--- src/rtl/mem_wb_if.sv ---
// MEM-to-WB bundle: MEM-stage result, data-RAM read word and controller
// stall/flush in, register-file write port and retire bookkeeping out.
interface mem_wb_if;
  logic        stall_mem;
  logic        stall_wb;
  logic        flush;
  logic        mem_valid;
  logic        mem_wreg;
  logic [4:0]  mem_wd;
  logic [31:0] mem_wdata;
  logic        mem_is_load;
  logic [2:0]  mem_load_op;
  logic [1:0]  mem_addr_lo;
  logic [31:0] mem_rdata;
  logic        wb_wreg;
  logic [4:0]  wb_wd;
  logic [31:0] wb_wdata;
  logic        wb_ade;
  logic [31:0] wb_retire_cnt;

  // The master side is the MEM stage/controller, which drives the inputs.
  modport master (
    output stall_mem, stall_wb, flush,
    output mem_valid, mem_wreg, mem_wd, mem_wdata,
    output mem_is_load, mem_load_op, mem_addr_lo, mem_rdata,
    input  wb_wreg, wb_wd, wb_wdata, wb_ade, wb_retire_cnt
  );

  modport slave (
    input  stall_mem, stall_wb, flush,
    input  mem_valid, mem_wreg, mem_wd, mem_wdata,
    input  mem_is_load, mem_load_op, mem_addr_lo, mem_rdata,
    output wb_wreg, wb_wd, wb_wdata, wb_ade, wb_retire_cnt
  );
endinterface

--- src/rtl/mem_wb.sv ---
// MEM/WB pipeline register with big-endian load formatting and misaligned
// load suppression; drives the register-file write port one cycle later.
module mem_wb (
  input  logic   clk,
  input  logic   rst,
  mem_wb_if.slave bus
);

  typedef enum logic [1:0] {
    UPD_CAPTURE,
    UPD_BUBBLE,
    UPD_HOLD
  } upd_e;

  typedef enum logic [2:0] {
    OP_LW  = 3'b000,
    OP_LH  = 3'b001,
    OP_LHU = 3'b010,
    OP_LB  = 3'b011,
    OP_LBU = 3'b100
  } load_op_e;

  logic        wreg_q;
  logic [4:0]  wd_q;
  logic [31:0] wdata_q;
  logic        ade_q;
  logic [31:0] retire_cnt;

  logic        wreg_d;
  logic [4:0]  wd_d;
  logic [31:0] wdata_d;
  logic        ade_d;
  logic [31:0] retire_cnt_d;

  upd_e        upd;
  logic        load_ok;
  logic [31:0] load_data;
  logic [15:0] half_sel;
  logic [7:0]  byte_sel;

  // Flush beats every stall; a lone WB stall is treated as a capture.
  always_comb begin
    upd = UPD_CAPTURE;
    if (bus.flush)
      upd = UPD_BUBBLE;
    else if (bus.stall_mem && !bus.stall_wb)
      upd = UPD_BUBBLE;
    else if (bus.stall_mem && bus.stall_wb)
      upd = UPD_HOLD;
  end

  always_comb begin
    half_sel = bus.mem_addr_lo[1] ? bus.mem_rdata[15:0] : bus.mem_rdata[31:16];
    byte_sel = bus.mem_rdata[31:24];
    case (bus.mem_addr_lo)
      2'b00:   byte_sel = bus.mem_rdata[31:24];
      2'b01:   byte_sel = bus.mem_rdata[23:16];
      2'b10:   byte_sel = bus.mem_rdata[15:8];
      default: byte_sel = bus.mem_rdata[7:0];
    endcase
  end

  // Reserved opcodes fall to the default arm and are reported like misalignment.
  always_comb begin
    load_ok   = 1'b0;
    load_data = 32'd0;
    case (load_op_e'(bus.mem_load_op))
      OP_LW: begin
        load_ok   = (bus.mem_addr_lo == 2'b00);
        load_data = bus.mem_rdata;
      end
      OP_LH: begin
        load_ok   = !bus.mem_addr_lo[0];
        load_data = {{16{half_sel[15]}}, half_sel};
      end
      OP_LHU: begin
        load_ok   = !bus.mem_addr_lo[0];
        load_data = {16'd0, half_sel};
      end
      OP_LB: begin
        load_ok   = 1'b1;
        load_data = {{24{byte_sel[7]}}, byte_sel};
      end
      OP_LBU: begin
        load_ok   = 1'b1;
        load_data = {24'd0, byte_sel};
      end
      default: begin
        load_ok   = 1'b0;
        load_data = 32'd0;
      end
    endcase
  end

  always_comb begin
    wreg_d       = wreg_q;
    wd_d         = wd_q;
    wdata_d      = wdata_q;
    ade_d        = 1'b0;
    retire_cnt_d = retire_cnt;
    case (upd)
      UPD_BUBBLE: begin
        wreg_d  = 1'b0;
        wd_d    = 5'd0;
        wdata_d = 32'd0;
      end
      UPD_HOLD: begin
        ade_d = 1'b0;
      end
      default: begin
        if (!bus.mem_valid) begin
          wreg_d  = 1'b0;
          wd_d    = 5'd0;
          wdata_d = 32'd0;
        end else begin
          retire_cnt_d = retire_cnt + 32'd1;
          wd_d         = bus.mem_wd;
          if (!bus.mem_is_load) begin
            wreg_d  = bus.mem_wreg;
            wdata_d = bus.mem_wdata;
          end else if (load_ok) begin
            wreg_d  = bus.mem_wreg;
            wdata_d = load_data;
          end else begin
            wreg_d  = 1'b0;
            wdata_d = 32'd0;
            ade_d   = 1'b1;
          end
        end
      end
    endcase
  end

  always_ff @(posedge clk) begin
    if (rst) begin
      wreg_q     <= 1'b0;
      wd_q       <= 5'd0;
      wdata_q    <= 32'd0;
      ade_q      <= 1'b0;
      retire_cnt <= 32'd0;
    end else begin
      wreg_q     <= wreg_d;
      wd_q       <= wd_d;
      wdata_q    <= wdata_d;
      ade_q      <= ade_d;
      retire_cnt <= retire_cnt_d;
    end
  end

  assign bus.wb_wreg       = wreg_q;
  assign bus.wb_wd         = wd_q;
  assign bus.wb_wdata      = wdata_q;
  assign bus.wb_ade        = ade_q;
  assign bus.wb_retire_cnt = retire_cnt;

endmodule

--- src/flat_wrapper.sv ---
// flat-port wrapper written by rule: the top's interface ports become plain ports
module mem_wb_flat 
  (clk, rst, bus_stall_mem, bus_stall_wb, bus_flush, bus_mem_valid, bus_mem_wreg, bus_mem_wd, bus_mem_wdata, bus_mem_is_load, bus_mem_load_op, bus_mem_addr_lo, bus_mem_rdata, bus_wb_wreg, bus_wb_wd, bus_wb_wdata, bus_wb_ade, bus_wb_retire_cnt);
  mem_wb_if bus_i ();
  input  logic clk;
  input  logic rst;
  input wire logic [$bits(bus_i.stall_mem)-1:0] bus_stall_mem;
  input wire logic [$bits(bus_i.stall_wb)-1:0] bus_stall_wb;
  input wire logic [$bits(bus_i.flush)-1:0] bus_flush;
  input wire logic [$bits(bus_i.mem_valid)-1:0] bus_mem_valid;
  input wire logic [$bits(bus_i.mem_wreg)-1:0] bus_mem_wreg;
  input wire logic [$bits(bus_i.mem_wd)-1:0] bus_mem_wd;
  input wire logic [$bits(bus_i.mem_wdata)-1:0] bus_mem_wdata;
  input wire logic [$bits(bus_i.mem_is_load)-1:0] bus_mem_is_load;
  input wire logic [$bits(bus_i.mem_load_op)-1:0] bus_mem_load_op;
  input wire logic [$bits(bus_i.mem_addr_lo)-1:0] bus_mem_addr_lo;
  input wire logic [$bits(bus_i.mem_rdata)-1:0] bus_mem_rdata;
  output wire logic [$bits(bus_i.wb_wreg)-1:0] bus_wb_wreg;
  output wire logic [$bits(bus_i.wb_wd)-1:0] bus_wb_wd;
  output wire logic [$bits(bus_i.wb_wdata)-1:0] bus_wb_wdata;
  output wire logic [$bits(bus_i.wb_ade)-1:0] bus_wb_ade;
  output wire logic [$bits(bus_i.wb_retire_cnt)-1:0] bus_wb_retire_cnt;
  assign bus_i.stall_mem = bus_stall_mem;
  assign bus_i.stall_wb = bus_stall_wb;
  assign bus_i.flush = bus_flush;
  assign bus_i.mem_valid = bus_mem_valid;
  assign bus_i.mem_wreg = bus_mem_wreg;
  assign bus_i.mem_wd = bus_mem_wd;
  assign bus_i.mem_wdata = bus_mem_wdata;
  assign bus_i.mem_is_load = bus_mem_is_load;
  assign bus_i.mem_load_op = bus_mem_load_op;
  assign bus_i.mem_addr_lo = bus_mem_addr_lo;
  assign bus_i.mem_rdata = bus_mem_rdata;
  assign bus_wb_wreg = bus_i.wb_wreg;
  assign bus_wb_wd = bus_i.wb_wd;
  assign bus_wb_wdata = bus_i.wb_wdata;
  assign bus_wb_ade = bus_i.wb_ade;
  assign bus_wb_retire_cnt = bus_i.wb_retire_cnt;
  mem_wb u_core (.clk(clk), .rst(rst), .bus(bus_i));
endmodule
--- config.mk ---
export PLATFORM = sky130hd
export DESIGN_NAME = mem_wb_flat
export DESIGN_NICKNAME = d
export VERILOG_FILES = /design/src/rtl/mem_wb_if.sv /design/src/rtl/mem_wb.sv /design/src/flat_wrapper.sv
export SDC_FILE = /design/constraint.sdc
export NUM_CORES = 1
export LEC_CHECK = 0
export ABC_AREA = 1
export BUFFER_PORTS_ARGS = -buffer_cell sky130_fd_sc_hd__buf_2
export CORE_MARGIN = 3
export CORE_UTILIZATION = 40
export CTS_BUF_LIST = sky130_fd_sc_hd__clkbuf_4 sky130_fd_sc_hd__clkbuf_8 sky130_fd_sc_hd__clkbuf_16
export CTS_CLUSTER_DIAMETER = 50
export DETAILED_ROUTE_END_ITERATION = 10
export PLACE_DENSITY = 0.67
export REMOVE_ABC_BUFFERS = 1
export SLEW_MARGIN = 20
export SYNTH_ARGS = -nofsm -noshare
export SYNTH_HDL_FRONTEND = slang
export SYNTH_SLANG_ARGS = --single-unit
--- constraint.sdc ---
create_clock -name clk -period 2 [get_ports clk]
set_clock_uncertainty 0.15 [all_clocks]
set_input_delay 0.1 -clock clk [delete_from_list [all_inputs] [get_ports clk]]
set_output_delay 0.1 -clock clk [all_outputs]
set_load 0.01 [all_outputs]
# Yosys cells after proc, flatten, opt, wreduce, memory -nomap -nowiden
# Cells that the tools add are included.
[totals]
ram_bits = 0
mem_bits_ro = 0
elab_cells = 46
output_inout_bits = 71
in_bits = 82
latchBits = 0
ff_bits = 71
mem_count = 0
[op_classes]
order_cmp = 0
eq_ne = 8
addsub = 1
div = 0
muxes = 18
n_bitwise = 3
reduce_logical = 11
mul = 0
shift = 0
[ops]
columns = ["cell", "count"]
rows = [
  ["$pmux W32 S5", 1],
  ["$mux W32", 3],
  ["$pmux W32 S2", 1],
  ["$add A32 B1 Y32 const B", 1],
  ["$pmux W8 S3", 1],
  ["$mux W16", 1],
  ["$pmux W5 S2", 1],
  ["$eq A3 B2 Y1 const B", 2],
  ["$mux W2", 3],
  ["$reduce_or A2 Y1", 3],
  ["$mux W5", 1],
  ["$reduce_or A5 Y1", 1],
  ["$eq A2 B1 Y1 const B", 2],
  ["$eq A2 B2 Y1 const B", 2],
  ["$mux W1", 4],
  ["$eq A3 B1 Y1 const B", 1],
  ["$eq A3 B3 Y1 const B", 1],
  ["$logic_not A3 Y1", 1],
  ["$not A1 Y1", 3],
  ["$pmux W1 S3", 1],
  ["$logic_and A1 B1 Y1", 2],
  ["$logic_not A1 Y1", 2],
  ["$logic_not A2 Y1", 1],
  ["$pmux W1 S2", 1],
  ["$reduce_and A2 Y1", 1],
]

# Longest topological paths before layout
# Gate-level depths: netlist of the first run.
[logic_depth]
depth_word = 8
depth_mapped = 13
ltp_nobuf = 13

# Worst setup path before layout of the first run
# No wires, ideal clock.
[synth_path]
path_type = "register -> register"
from = "reg u_core.retire_cnt[1], in the netlist u_core.bus.wb_retire_cnt[1]"
to = "reg u_core.retire_cnt[24], in the netlist u_core.bus.wb_retire_cnt[24]"
period_less_slack_ns = 1.751
path_buffers = 0
t_arrival_ns = 1.485
required_ns = 1.734
stages_incl_launch_ff = 9
setup_ns = 0.116
slack_ns = 0.249
path_cell_list = "dfxtp_1 > ha_1 > nand3_1 > nor2_2 > nand3_2 > nor2_1 > nand3_1 > o21ai_0 > nor2_1"
[synth_between]
elab_chain_cells = 1
[synth_lines]
columns = ["item", "line_no", "source"]
rows = [
  ["start: declaration", "mem_wb.sv:27", "logic [31:0] retire_cnt;"],
  ["start signal: assignment", "mem_wb.sv:146", "retire_cnt <= retire_cnt_d;"],
  ["$add A32 B1 Y32", "mem_wb.sv:116", "retire_cnt_d = retire_cnt + 32'd1;"],
]
# Every way passes these cells.
# A chain may end at the register's enable or synchronous reset.

# Worst setup path in the final report of the first run
[layout_path]
from = "in bus_mem_is_load"
to = "reg u_core.wdata_q[13], in the netlist u_core.bus.wb_wdata[13]"
[layout_between]
elab_chain_cells = 3
[layout_lines]
columns = ["item", "line_no", "source"]
rows = [
  ["start: declaration", "flat_wrapper.sv:14", "input wire logic [$bits(bus_i.mem_is_load)-1:0] bus_mem_is_load;"],
  ["$mux W32", "mem_wb.sv:118", "if (!bus.mem_is_load) begin"],
  ["$mux W32", "mem_wb.sv:111", "if (!bus.mem_valid) begin"],
  ["$pmux W32 S2", "mem_wb.sv:101", "case (upd)"],
  ["end signal: assignment", "mem_wb.sv:144", "wdata_q <= wdata_d;"],
  ["end: declaration", "mem_wb.sv:25", "logic [31:0] wdata_q;"],
]
# Every way passes these cells.

==> out/metrics.csv, run 1 <==
metric,value,unit
crit-path max cell delay,550,ps
"Req. time, crit path",2110,ps
Worst IR Drop VDD,333.6,µV
"CP delay by family, top",buffers and inverters,
LEAKAGE,3.199,nW
post-route minimum period,1814,ps
post-DR wirelength/cell,12.56,µm
"Reg clk slew, reported paths",90,ps
leading cell type by number of instances after synthesis,nand2_1,
Register Area,0.001421,mm²
I/O Pins,153,
Root Buffer,clkbuf_8,
"Max FO, Critical Path",18,
Mapped Cells,759,
"Slew Viols, Final",0,
Setup CP Type,in -> reg,
post-route cell area,0.005982,mm²
Min-Delay Path Class,in -> reg,
H-tree depth,3,
worst skew pair latency,350,ps
"Net count, final",1041,
layout overhead on the synthesized area,36.83,%
ANT cells,0,
Max-slew headroom,71.21,%
fill cell count,1074,
Top Metal Used,met5,
Synth area leader,dfxtp_1,
pin count of the biggest net entering global routing,38,
clock sink count,71,
synthesized area,0.004372,mm²
Post-CTS Setup Bufs,0,
CTS tree,yes,
DRC,0,
top cell type's share of synthesized area,32.51,%
dpl ws,48.38,ps
"Slowest-stage cell, CP",dlygate4sd3_1,
CTS Buf Count,9,
final hold violations,0,
endpoints failing setup,0,
"FFs w/ async S/R, synth",0,%
Tot Pwr,0.003269,W
total global-route track usage,22.44,%
Routed Antenna Nets,0,
first-pass GRT wire length,23070,µm
RSZ-0062 raised after global routing,false,
"top cells by area, synth","dfxtp_1, nand2_1, nand3_1",
post-placement cell area,0.005343,mm²
multi-input logic area,0.002570,mm²
vias in the first global route,5004,
Site Rows,37,
starting density of the core,41.78,%
Vias,5172,
Metal-1 WL,6005,µm
Die H,110.5,µm
status,finished clean,
Avg Vias per Cell,4.715,
DR pass1 iterations,5,
Main synth FF type,dfxtp_1,
WL met3,963,µm
PwrDens,546.4,mW/mm²
initial antenna violation count,2,
period utilization,90.72,%
total grt overflow,0,
unique cell type count in the Yosys netlist,29,
1st-iter DRT viols,311,
chip width,110.5,µm
CORE AREA,0.01046,mm²
Clock Path Buffers,2,
Worst EP arrival,1920,ps
WP buf/inv,5,
Die ar.,0.01222,mm²
GP Congestion,0.8928,
Post-synth top cells,"nand2_1, nor2_1, dfxtp_1",
DP Wirelength,10070,µm
FMAX,551.1,MHz
Post-synth EDFFs,0,
CP Launch Type,primary input,
Worst setup EP type,flop,
Mapped Avg Cell Area,5.760,µm²
# port buffers,152,
register area share after synthesis,32.51,%
setup ws final,185.6,ps
share of cells above drive strength 1,21.75,%
met2 wire length,6674,µm
CP cell instances,dlygate4sd3_1 -> buf_2 -> inv_1 -> nor2_4 -> buf_4 -> nand2_1 -> nand2_1 -> dlygate4sd3_1 -> nand2_1 -> nand2_1,
Routed WL,13780,µm
CP most frequent cell,nand2_1,
Yosys warning count,0,
Slew @ Worst Pin,430.8,ps
Synth Register Bits,71,
Max-Cap Viols,0,
cell usage in the layout, fill, tap and decap left out, drive strengths merged:
cell type and n:
dfxtp 71, a31oi 1, clkinv 1, buf 170
nand3 65, o21a 3, o21bai 1, nand4 7
dlygate4sd3 42, a21oi 17, ha 3, xor2 2
nor2 84, o21ai 25, nor3 8, bufinv 1
inv 74, nand2 365, clkinvlp 1, a22o 5
clkbuf 11, nand3b 4
metrics by stage:
step	hold slack (ps)	std cells	util (%)	TNS, ps
floorplan	19.07	733	-	-9446
global placement	159.2	1039	51.06	0
detailed placement	163.4	1039	51.06	0
CTS	0.04075	1097	57.08	0
global route	8.929	1097	57.18	0
finish	11.76	1097	57.18	0
tightest hold or removal path: stages:
cell and delay, ps:
buf_2 90, nand2_1 50, nand3_1 70, nand2_1 50, nand2_1 50, nand2_1 40
nand2_1 40
power breakdown:
group	switching [W]	internal (W)
sequential	0.0000134	0.00143
clock	0.000629	0.000637
combinational	0.000307	0.000248
total	0.000949	0.00232
per-layer routing:
metal	up-vias	track usage, %
met5	-	0
met2	142	39.64
met3	14	7.397
li1	2746	-
met1	2266	26.45
met4	4	4.680
path summary, 6_finish.rpt:
check             cells past startpoint                   startpoint                      endpoint  slack (ps)
setup / recovery                     10              bus_mem_is_load       u_core.bus.wb_wdata[13]         190
hold / removal                        7             bus_mem_rdata[9]        u_core.bus.wb_wdata[9]          10
hold reg to reg                       2      u_core.bus.wb_wdata[30]       u_core.bus.wb_wdata[30]         300
setup reg to reg                      8  u_core.bus.wb_retire_cnt[1]  u_core.bus.wb_retire_cnt[28]         230
cell type report:
class / instances / share of cell area (%)
Multi-Input combinational cell: 590 / 42.96
Sequential cell: 71 / 23.76
Timing Repair Buffer: 212 / 22.42
Inverter: 72 / 4.518
Tap cell: 136 / 2.845
Clock buffer: 11 / 2.426
Clock inverter: 5 / 1.067
registers in the layout (all words and copies together) (netlist names):
register and count:
u_core.bus.wb_wd 5, u_core.bus.wb_ade 1, u_core.bus.wb_wreg 1, u_core.bus.wb_retire_cnt 32, u_core.bus.wb_wdata 32
kinds of logic (layout without fill, tap and decap cells):
| logic type | after synthesis | in the layout | share of synthesized area, % |
|---|---|---|---|
| fa+ha+maj | 3 | 3 | 0.8587 |
| simple gates | 533 | 533 | 50.52 |
| xor+xnor | 2 | 2 | 0.4008 |
| flops | 71 | 71 | 32.51 |
| compound gates | 52 | 52 | 6.726 |
| buf+inv | 98 | 300 | 8.987 |
repair_timing:
action / CTS / global route
hold buffers: 42 / 0
hold endpoints to repair: 39 / 0
setup endpoints to repair: 0 / 5
resized for setup: 0 / 2
Power figures use the tool's default switching activity.
==> inputs of run 2 (changes only) <==
Settings changed: ABC_AREA 1 to 0, PLACE_DENSITY 0.67 to 0.69.
==> out/metrics.csv, run 2 <==
metric,value,unit
Root Buffer,clkbuf_8,
Mapped Cells,399,
GP Congestion,0.8502,
Main synth FF type,dfxtp_1,
PwrDens,580.3,mW/mm²
status,finished clean,
Routed Antenna Nets,0,
Synth area leader,dfxtp_1,
"top cells by area, synth","dfxtp_1, a22oi_1, mux4_2",
leading cell type by number of instances after synthesis,dfxtp_1,
worst skew pair latency,350,ps
Die ar.,0.01044,mm²
"Net count, final",715,
DRC,0,
first-pass GRT wire length,20150,µm
top cell type's share of synthesized area,38.42,%
RSZ-0062 raised after global routing,false,
pin count of the biggest net entering global routing,37,
Post-synth EDFFs,0,
H-tree depth,3,
met1 usage,27.87,%
CORE AREA,0.008848,mm²
Setup CP Type,reg -> reg,
Worst R2R End,u_core.bus.wb_retire_cnt[30],
# port buffers,152,
met3 global-route usage,5.461,%
Die H,102.2,µm
Site Rows,34,
"Slew Viols, Final",0,
hold path start,bus_mem_rdata[4],
initial antenna violation count,0,
endpoints failing setup,0,
"commonest cells after routing, fill and taps aside","buf_2, dfxtp_1, dlygate4sd3_1, a22oi_1, buf_4",
setup ws final,107.7,ps
Hold EP,u_core.bus.wb_wdata[4],
layout overhead on the synthesized area,52.86,%
Min-Delay Path Class,in -> reg,
R2R depth,5,
Post-CTS Setup Bufs,0,
I/O Pins,153,
Max-Cap Viols,0,
"Req. time, crit path",2090,ps
fin util,63.91,%
total global-route track usage,24.33,%
CTS Buf Count,9,
CTS tree,yes,
Routed WL,12630,µm
Mapped Avg Cell Area,9.273,µm²
CP Launch Type,flop,
chip width,102.2,µm
share of cells above drive strength 1,35.91,%
Slew @ Worst Pin,717.4,ps
DP Wirelength,8583,µm
"FFs w/ async S/R, synth",0,%
worst reg-to-reg setup slack,110,ps
global-route track usage on met2,43.63,%
Yosys warning count,0,
synthesized area,0.003700,mm²
vias in the first global route,4256,
unique cell type count in the Yosys netlist,45,
Clock Path Buffers,2,
Synth Register Bits,71,
clock sink count,71,
ANT cells,0,
Avg Vias per Cell,5.643,
1st-iter DRT viols,147,
post-route minimum period,1892,ps
fill cell count,791,
reg-to-reg startpoint,u_core.bus.wb_retire_cnt[1],
dpl ws,-71.84,ps
"Max FO, Critical Path",7,
post-DR wirelength/cell,16.99,µm
busiest layer in global routing,met2,
LEAKAGE,2.524,nW
final hold violations,0,
Worst EP arrival,1990,ps
Post-synth top cells,"dfxtp_1, a22oi_1, o21ai_1",
Vias,4193,
"most common cell after layout, fill and taps aside",buf_2,
starting density of the core,41.81,%
hold depth,4,
Tot Pwr,0.003282,W
Worst Setup SP,u_core.bus.wb_retire_cnt[1],
Max-slew headroom,51.85,%
period utilization,94.61,%
Worst setup EP type,flop,
Fin Hold WS,19.64,ps
total grt overflow,0,
DR pass1 iterations,5,
FMAX,528.5,MHz
Worst IR Drop VDD,396.0,µV
"Reg clk slew, reported paths",80,ps
register area share after synthesis,38.42,%
run 2: cell types whose count changed after synthesis, sizes merged, moves of 7 or more:
| cell | before | now |
|---|---|---|
| a22oi | 0 | 49 |
| inv | 72 | 6 |
| nand3 | 65 | 14 |
| o21ai | 25 | 41 |
| nor2 | 84 | 17 |
| mux4 | 0 | 8 |
| mux2i | 0 | 15 |
| nor3 | 8 | 1 |
| a2bb2oi | 0 | 8 |
| or3 | 0 | 8 |
| o31ai | 0 | 10 |
| or4 | 0 | 9 |
| nand2 | 365 | 17 |
| mux2 | 0 | 7 |
run 2: cell type report:
type	instances	area, µm²	area share [%]
clock buffer	11	145.1	2.566
clock inverter	5	81.33	1.438
inverter	6	22.52	0.3982
multi-input combinational	290	2133	37.72
sequential	71	1421	25.13
tap	108	135.1	2.389
timing repair buffer	252	1717	30.35
run 2: worst max-delay path, cell delays in order, from the launching register on:
cell and delay (ps):
dfxtp_1 400, ha_1 160, and3_1 200, nand4_4 170, nor4_1 350, mux2_1 360
run 2: layer usage:
layer  part of all wire [%]  wire, µm
met2                     51      6448
met5                      0         0
met3                    6.6       836
met1                     40      5078
met4                    2.1       262
run 2: where the power goes:
part           internal [W]  switching, W  leakage [nW]
registers           0.00143     0.0000122         0.574
logic              0.000278      0.000233          1.84
clock network      0.000751      0.000573         0.113
total               0.00246      0.000819          2.52
run 2: stage by stage:
stage / instance area [µm²] / std cells / TNS, ps
detailed placement: 4787 / 665 / -249.0
floorplan: 3545 / 367 / -14650
CTS: 5634 / 743 / 0
global route: 5655 / 743 / 0
global placement: 4787 / 665 / 0
finish: 5655 / 743 / 0
run 2: worst max path at each step:
stage	slack [ps]	end	cells past startpoint
2_1_floorplan	-400	u_core.bus.wb_wdata[10]	6
3_3_place_gp	2	u_core.bus.wb_retire_cnt[27]	9
3_5_place_dp	-70	u_core.bus.wb_retire_cnt[21]	9
4_1_cts	100	u_core.bus.wb_retire_cnt[21]	4
5_1_grt	20	u_core.bus.wb_retire_cnt[30]	5
6_report	110	u_core.bus.wb_retire_cnt[30]	5
run 2: logic make-up after synthesis:
| logic type | after synthesis | share of synthesized area [%] |
|---|---|---|
| multiplexers | 30 | 11.06 |
| flip-flops | 71 | 38.42 |
| AO/OA/AOI/OAI | 143 | 25.40 |
| AND/OR/NAND/NOR | 103 | 16.71 |
| adder cells (fa/ha/maj) | 3 | 1.015 |
| buffers and inverters | 38 | 4.802 |
| XOR/XNOR | 11 | 2.604 |
run 2: repair_timing:
item / 4_1_cts / 5_1_grt
resized for setup: 0 / 3
endpoints found under the setup margin: 0 / 5
hold endpoints to repair: 45 / 0
hold buffers: 62 / 0
